<file path="src/rtl/turbo_enc_rsc_param.sv">
// Rate-1/3 turbo encoder: two 8-state RSC encoders, the second fed through pi(i) = (P*i) mod K.
// Latency: first word is valid the cycle after bit K-1 is accepted; a block is K+3 output words.
// Backpressure: out_ready low freezes state and out_word; in_ready is low while encoding/terminating.
module turbo_enc_rsc_param #(
    parameter int K = 40,
    parameter int P = 13
) (
    input  logic       clk,
    input  logic       rst,
    input  logic       in_bit,
    input  logic       in_valid,
    output logic       in_ready,
    output logic [3:0] out_word,
    output logic       out_valid,
    input  logic       out_ready,
    output logic       out_last,
    output logic       busy
);

    localparam int AW = $clog2(K);

    function automatic int gcd_f(input int a, input int b);
        int x;
        int y;
        int t;
        x = a;
        y = b;
        for (int n = 0; n < 64; n++) begin
            if (y != 0) begin
                t = x % y;
                x = y;
                y = t;
            end
        end
        return x;
    endfunction

    // Illegal geometries must stop elaboration rather than produce a broken interleaver.
    if (K < 8 || K > 1024) begin : g_bad_k
        $error("turbo_enc_rsc_param: K=%0d outside 8..1024", K);
    end
    if (gcd_f(K, P) != 1) begin : g_bad_p
        $error("turbo_enc_rsc_param: P=%0d is not coprime to K=%0d", P, K);
    end

    // Step reduced mod K so that j+P always stays below 2K.
    localparam logic [AW:0]   STEP_W = (AW+1)'(P % K);
    localparam logic [AW:0]   K_W    = (AW+1)'(K);
    localparam logic [AW-1:0] KM1    = AW'(K - 1);
    localparam logic [AW-1:0] TAIL_LAST = AW'(2);

    typedef enum logic [1:0] {
        ST_LOAD = 2'd0,
        ST_ENC  = 2'd1,
        ST_TAIL = 2'd2
    } state_t;

    state_t        state_q, state_d;
    logic [AW-1:0] cnt_q, cnt_d;
    logic [AW-1:0] j_q, j_d;
    logic [K-1:0]  mem_q, mem_d;
    // RSC state vectors: [0]=D1, [1]=D2, [2]=D3
    logic [2:0]    s1_q, s1_d;
    logic [2:0]    s2_q, s2_d;

    logic          u1, u2, a1, a2, z1, z2;
    logic [AW:0]   j_sum;

    // Next-state, encoder arithmetic and handshake outputs.
    always_comb begin
        state_d   = state_q;
        cnt_d     = cnt_q;
        j_d       = j_q;
        mem_d     = mem_q;
        s1_d      = s1_q;
        s2_d      = s2_q;
        in_ready  = 1'b0;
        out_valid = 1'b0;
        out_word  = 4'b0000;
        out_last  = 1'b0;
        busy      = 1'b0;
        u1        = 1'b0;
        u2        = 1'b0;
        a1        = 1'b0;
        a2        = 1'b0;
        z1        = 1'b0;
        z2        = 1'b0;
        j_sum     = {1'b0, j_q} + STEP_W;

        case (state_q)
            ST_LOAD: begin
                in_ready = 1'b1;
                if (in_valid) begin
                    mem_d[cnt_q] = in_bit;
                    if (cnt_q == KM1) begin
                        state_d = ST_ENC;
                        cnt_d   = '0;
                        j_d     = '0;
                    end else begin
                        cnt_d = cnt_q + 1'b1;
                    end
                end
            end

            ST_ENC: begin
                u1        = mem_q[cnt_q];
                u2        = mem_q[j_q];
                a1        = u1 ^ s1_q[1] ^ s1_q[2];
                a2        = u2 ^ s2_q[1] ^ s2_q[2];
                z1        = a1 ^ s1_q[0] ^ s1_q[2];
                z2        = a2 ^ s2_q[0] ^ s2_q[2];
                out_valid = 1'b1;
                busy      = 1'b1;
                out_word  = {u1, z1, z2, 1'b0};
                if (out_ready) begin
                    s1_d = {s1_q[1:0], a1};
                    s2_d = {s2_q[1:0], a2};
                    j_d  = (j_sum >= K_W) ? AW'(j_sum - K_W) : AW'(j_sum);
                    if (cnt_q == KM1) begin
                        state_d = ST_TAIL;
                        cnt_d   = '0;
                    end else begin
                        cnt_d = cnt_q + 1'b1;
                    end
                end
            end

            ST_TAIL: begin
                // Input chosen to cancel the feedback, flushing a zero into D1.
                u1        = s1_q[1] ^ s1_q[2];
                u2        = s2_q[1] ^ s2_q[2];
                z1        = s1_q[0] ^ s1_q[2];
                z2        = s2_q[0] ^ s2_q[2];
                out_valid = 1'b1;
                busy      = 1'b1;
                out_word  = {u1, z1, z2, u2};
                out_last  = (cnt_q == TAIL_LAST);
                if (out_ready) begin
                    s1_d = {s1_q[1:0], 1'b0};
                    s2_d = {s2_q[1:0], 1'b0};
                    if (cnt_q == TAIL_LAST) begin
                        state_d = ST_LOAD;
                        cnt_d   = '0;
                    end else begin
                        cnt_d = cnt_q + 1'b1;
                    end
                end
            end

            default: begin
                state_d = ST_LOAD;
                cnt_d   = '0;
            end
        endcase

        // Nothing is offered or accepted while reset is asserted.
        if (rst) begin
            in_ready  = 1'b0;
            out_valid = 1'b0;
            out_word  = 4'b0000;
            out_last  = 1'b0;
            busy      = 1'b0;
        end
    end

    // State register; reset drops any partial block.
    always_ff @(posedge clk) begin
        if (rst) begin
            state_q <= ST_LOAD;
            cnt_q   <= '0;
            j_q     <= '0;
            mem_q   <= '0;
            s1_q    <= 3'b000;
            s2_q    <= 3'b000;
        end else begin
            state_q <= state_d;
            cnt_q   <= cnt_d;
            j_q     <= j_d;
            mem_q   <= mem_d;
            s1_q    <= s1_d;
            s2_q    <= s2_d;
        end
    end

endmodule

</file>
<file path="config.mk">
export PLATFORM = sky130hd
export DESIGN_NAME = turbo_enc_rsc_param
export DESIGN_NICKNAME = d
export VERILOG_FILES = /design/src/rtl/turbo_enc_rsc_param.sv
export SDC_FILE = /design/constraint.sdc
export NUM_CORES = 1
export LEC_CHECK = 0
export CAP_MARGIN = 20
export CELL_PAD_IN_SITES_DETAIL_PLACEMENT = 0
export CELL_PAD_IN_SITES_GLOBAL_PLACEMENT = 1
export CORE_MARGIN = 2
export CORE_UTILIZATION = 52
export CTS_BUF_LIST = sky130_fd_sc_hd__clkbuf_8
export DETAILED_ROUTE_END_ITERATION = 8
export GPL_TIMING_DRIVEN = 0
export PLACE_DENSITY_LB_ADDON = 0.1
export SKIP_CTS_REPAIR_TIMING = 1
export SYNTH_ARGS = -nofsm -noshare
export SYNTH_HDL_FRONTEND = slang
export SYNTH_SLANG_ARGS = --single-unit
</file>
<file path="constraint.sdc">
create_clock -name clk -period 7 [get_ports clk]
set_input_delay 1.4 -clock clk [delete_from_list [all_inputs] [get_ports clk]]
set_output_delay 1.4 -clock clk [all_outputs]
set_load 0.02 [all_outputs]
</file>
Word level (Yosys, flattened, before mapping)

Cells that the tools add are included.

Add/sub/neg operators: 3
Multipliers: 0
Divide/modulo/power cells: 0
Magnitude comparators: 4
Eq/ne operators: 10
Shift-type cells: 0
Muxes and demuxes: 39
Bitwise gates (word level): 12
Reductions and logical operators: 10

Operator list:

| cell                  | count |
|---|---|
| $mux W6               | 9 |
| $bwmux W40            | 1 |
| $pmux W6 S3           | 1 |
| $lt A6 B7 Y1 const B  | 2 |
| $bmux W1 S6           | 2 |
| $mux W2               | 6 |
| $mux W3               | 4 |
| $ne A2 B2 Y1 const B  | 6 |
| $pmux W3 S2           | 2 |
| $pmux W6 S2           | 1 |
| $xor A1 B1 Y1         | 12 |
| $mux W1               | 9 |
| $pmux W4 S2           | 1 |
| $add A6 B4 Y7 const B | 1 |
| $ge A7 B6 Y1 const B  | 1 |
| $add A6 B1 Y6 const B | 1 |
| $demux W1 S6          | 1 |
| $eq A6 B2 Y1 const B  | 1 |
| $eq A6 B6 Y1 const B  | 1 |
| $ge A6 B1 Y1 const B  | 1 |
| $pmux W2 S3           | 1 |
| $reduce_and A3 Y1     | 2 |
| $reduce_and A6 Y1     | 1 |
| $sub A6 B6 Y6 const B | 1 |
| other kinds (9)       | 10 |

Register bits after elaboration: 60
Latch bits: 0
Memory bits (writable): 0
Memory bits (read-only): 0
Word-level logic and storage cells: 84
Memories kept: 0

Longest topological paths before layout

Depth in word-level cells: 8
Gate-level depth with buffers: 11

Worst setup path before layout

OpenSTA, ideal clock, no wires.

Path kind: input port to output port
Start: input rst
End: output out_word[1]
Data arrival time: 2776 ps
Required time: 5600 ps
Path slack: 2824 ps
Stages on the path: 4
Cell sequence: clkbuf_1 nor2b_1 o21ai_0 nor3b_1

Longest elaborated chain between the ends: 1

Ends and longest elaborated chain:

| element     | line | source |
|---|---|---|
| from (decl) | 9    | `input logic rst,` |
| $mux W4     | 157  | `if (rst) begin` |
| to (decl)   | 13   | `output logic [3:0] out_word,` |

No other way between the ends.

Worst setup path after layout

Start: register j_q[1]
End: output out_word[1]

Longest elaborated chain between the ends: 8

Ends and longest elaborated chain:

| element                       | line | source |
|---|---|---|
| from (decl)                   | 60   | `logic [AW-1:0] j_q, j_d;` |
| from (signal assigned)        | 178  | `j_q <= j_d;` |
| $bmux W1 S6                   | 107  | `u2 = mem_q[j_q];` |
| $mux W1 (implied by the code) | 107  |  |
| $xor A1 B1 Y1 (2 in series)   | 109  | `a2 = u2 ^ s2_q[1] ^ s2_q[2];` |
| $xor A1 B1 Y1 (2 in series)   | 111  | `z2 = a2 ^ s2_q[0] ^ s2_q[2];` |
| $pmux W4 S2                   | 90   | `case (state_q)` |
| $mux W4                       | 157  |  |

No other way between the ends. The select of a mux whose other input is x is not followed.

==> impl_metrics.csv <==
group,metric,value,unit
sta,finalSetupViolCount,0,
clock_network,cts_tree,"yes",
sta,worst_pin_slew,946,ps
place,dp_cells,591,
worst_setup_path,start_kind,"flip-flop",
finish,layout_commonest_cell,"nand2_1",
yosys,synthArstFlopShare,0,%
worst_setup_path,critPathMaxFanout,10,
die,core_area,7140,sq um
sta,fin_skew,4.31,ps
worst_hold_path,holdPathEnd,"mem_q[14]",
place,gp_congestion,0.996,
routing,wirelength,11000,microns
sta,finalSetupTns,0,ps
clock_network,cts-buffers-inserted,9,
worst_setup_path,rr_endpoint,"s1_q[0]",
yosys,yosys-top-cells-area,"dfxtp_1, mux4_2, a21oi_1",
status,status,"finished, final reports clean",
worst_hold_path,holdPathStages,2,
yosys,netlist.area_leader.share,31.7,%
routing,via_count,3643,
die,ios,13,
global_route,grt_max_degree,11,
global_route,grt_pass1_vias,3092,
clock_network,cts.clk_slew.worst_paths,70,ps
yosys,netlist_area,3790,sq um
finish,final_cell_mix,"nand2_1, dfxtp_1, nor2_1",
die,die_area,7980,sq um
routing,drt_iter0_markers,323,
sta,slew_headroom,36.6,%
worst_setup_path,crit_buf_inv,2,
worst_setup_path,crit_arrival,3440,ps
place,placed_area,4020,sq um
yosys,synth_top_area_cell,"dfxtp_1",
finish,drive_gt1_share,10.2,%
clock_network,clock-root-buffer,"clkbuf_8",
yosys,netlist_instances,481,
worst_hold_path,worstHoldStart,"mem_q[14]",
worst_setup_path,slowest_delay,650,ps
sta,finalHoldViolCount,0,
worst_setup_path,crit_chain,"buf_1, mux4_2, mux2_2, nand2_1, o21ai_0, nand3_1, and4b_1, nor3_1, nor3b_1, clkdlybuf4s50_1",
routing,via_per_inst,5.99,
clock_network,cts_sinks,60,
yosys,yosysWarnings,0,
worst_hold_path,hp-class,"flip-flop to flip-flop",
yosys,yosysSeqAreaShare,31.7,%
global_route,track_usage,29.0,%
die,rows,31,
routing,dr.pass1.iters,5,
die,die_h,89.3,microns
worst_setup_path,endpoint_kind,"output pin",
die,floorplan.initialDensity,53.1,%
die,die_x,89.3,microns
worst_setup_path,cp_top_family,"buffers and inverters",
global_route,grt_first_pass_wirelength,17200,microns
finish,diodes,0,
power,ir_drop,102,uV
routing,wl_per_cell,18.1,microns
global_route,grt-ovfl-total,0,
power,p_leak,1.42,nW
place,io_buffers,10,
yosys,synth.distinct_cells,59,
worst_setup_path,rr_worst_depth,9,
routing,ant_nets,0,
finish,final_area,4200,sq um
global_route,antenna_found_initial,0,
sta,final.min_clock_period,4840,ps
worst_setup_path,worstSetupPathType,"flip-flop to output pin",
routing,drc,0,
finish,nets,518,
yosys,syn-num-nets,495,
yosys,syn_area_per_cell,7.87,sq um
yosys,synth_edf_count,0,
clock_network,cts-htree-levels,3,
yosys,synth.ff_latch_count,60,
job,maxCapViolations,0,
power,power_density,163,nW/um^2
yosys,synth_flop_cell,"dfxtp_1",
sta,slew_violations,0,
finish,fin_cells,608,
sta,rsz0062_at_grt,"false",
place,dp_hpwl,7910,microns
clock_network,cts.path.max_buffers,2,
finish,area_growth,11.0,%
worst_setup_path,worstPathRequired,5600,ps
worst_setup_path,reg2reg_from,"cnt_q[1]",
sta,min_period_over_period,69.2,%
worst_setup_path,crit_path_top_delay_cell,"clkdlybuf4s50_1",
sta,max_freq,206,MHz
clock_network,clkLatencyLatePin,360,ps
worst_setup_path,reg2reg_slack,4270,ps
## synth_stat cells (all sizes together) (3+ instances only)
cell,number
ha,9
and2,3
nor3,8
nand4,5
mux4,14
nand2b,4
clkbuf,26
o21ai,36
and3,4
a22oi,5
nor4,3
o22ai,5
or3,5
xnor2,5
buf,9
xor2,4
mux2,6
a21o,3
dfxtp,60
mux2i,17
nor2,56
inv,8
nand2,68
nor2b,8
nor3b,4
nand3,27
a21oi,56
## where the power goes
part | internal, mW | switching, mW
Combinational | 0.0154 | 0.0334
Clock | 0.145 | 0.146
Sequential | 0.343 | 0.00134
Total | 0.503 | 0.181
## worst max-delay path by stage
stage,startpoint,end,cells after the start
2_1_floorplan,rst,out_word[1],4
3_3_place_gp,j_q[1],out_word[1],10
3_5_place_dp,j_q[1],out_word[1],10
4_1_cts,j_q[1],out_word[1],10
5_1_grt,j_q[1],out_word[1],10
6_report,j_q[1],out_word[1],10
## metal layers
layer  GRT usage [%]  vias to the layer above  part of all wire, %  routed length (microns)
li1                -                     1758                    -                        -
met4            11.3                        0                  3.1                      343
met1            42.0                     1720                   46                     5060
met2            42.8                      136                   44                     4870
met5               0                        -                    0                        0
met3            5.54                       29                  6.8                      752
## sequential cells by signal, indices dropped and copies added, names as in the netlist
name     flops
s2_q         3
s1_q         3
cnt_q        6
state_q      2
mem_q       40
j_q          6
## cells by family after synthesis
kind of cell	after synthesis	share of synthesized area, %
AOI/OAI and AO/OA	119	17.9
xor gates and xnor gates	9	2.08
adders and majority gates	9	2.97
buffers and inverters	43	5.15
DFF	60	31.7
muxes	37	14.7
and+or+nand+nor	204	25.4
## worst register-to-register path, cell delays in order (launching register included)
cell and delay, ps:
dfxtp_1 380, buf_6 170, buf_4 200, mux4_2 510, a22oi_1 230, o22ai_1 190, or3_1 390, xnor2_1 130
or3_1 300, a21oi_1 150
## through the flow
stage          hold WS (ps)  power [mW]  worst slack (ps)  util, %
5_1_grt                 504       0.707              1910     58.9
3_3_place_gp            457       0.399              2620     56.2
3_5_place_dp            469       0.399              2520     56.3
2_1_floorplan           442       0.384              2820        -
4_1_cts                 486       0.686              2120     58.8
6_report                494       0.685              2160     58.9
## area by class of cell
type	count	area, sq um
timing repair buffer	12	113
tap	99	124
fill	708	2940
clock inverter	5	27.5
buffer	35	165
multi-input combinational	378	2390
sequential	60	1200
clock buffer	11	151
inverter	8	30.0
No activity file was read; power rests on OpenSTA's default activity.
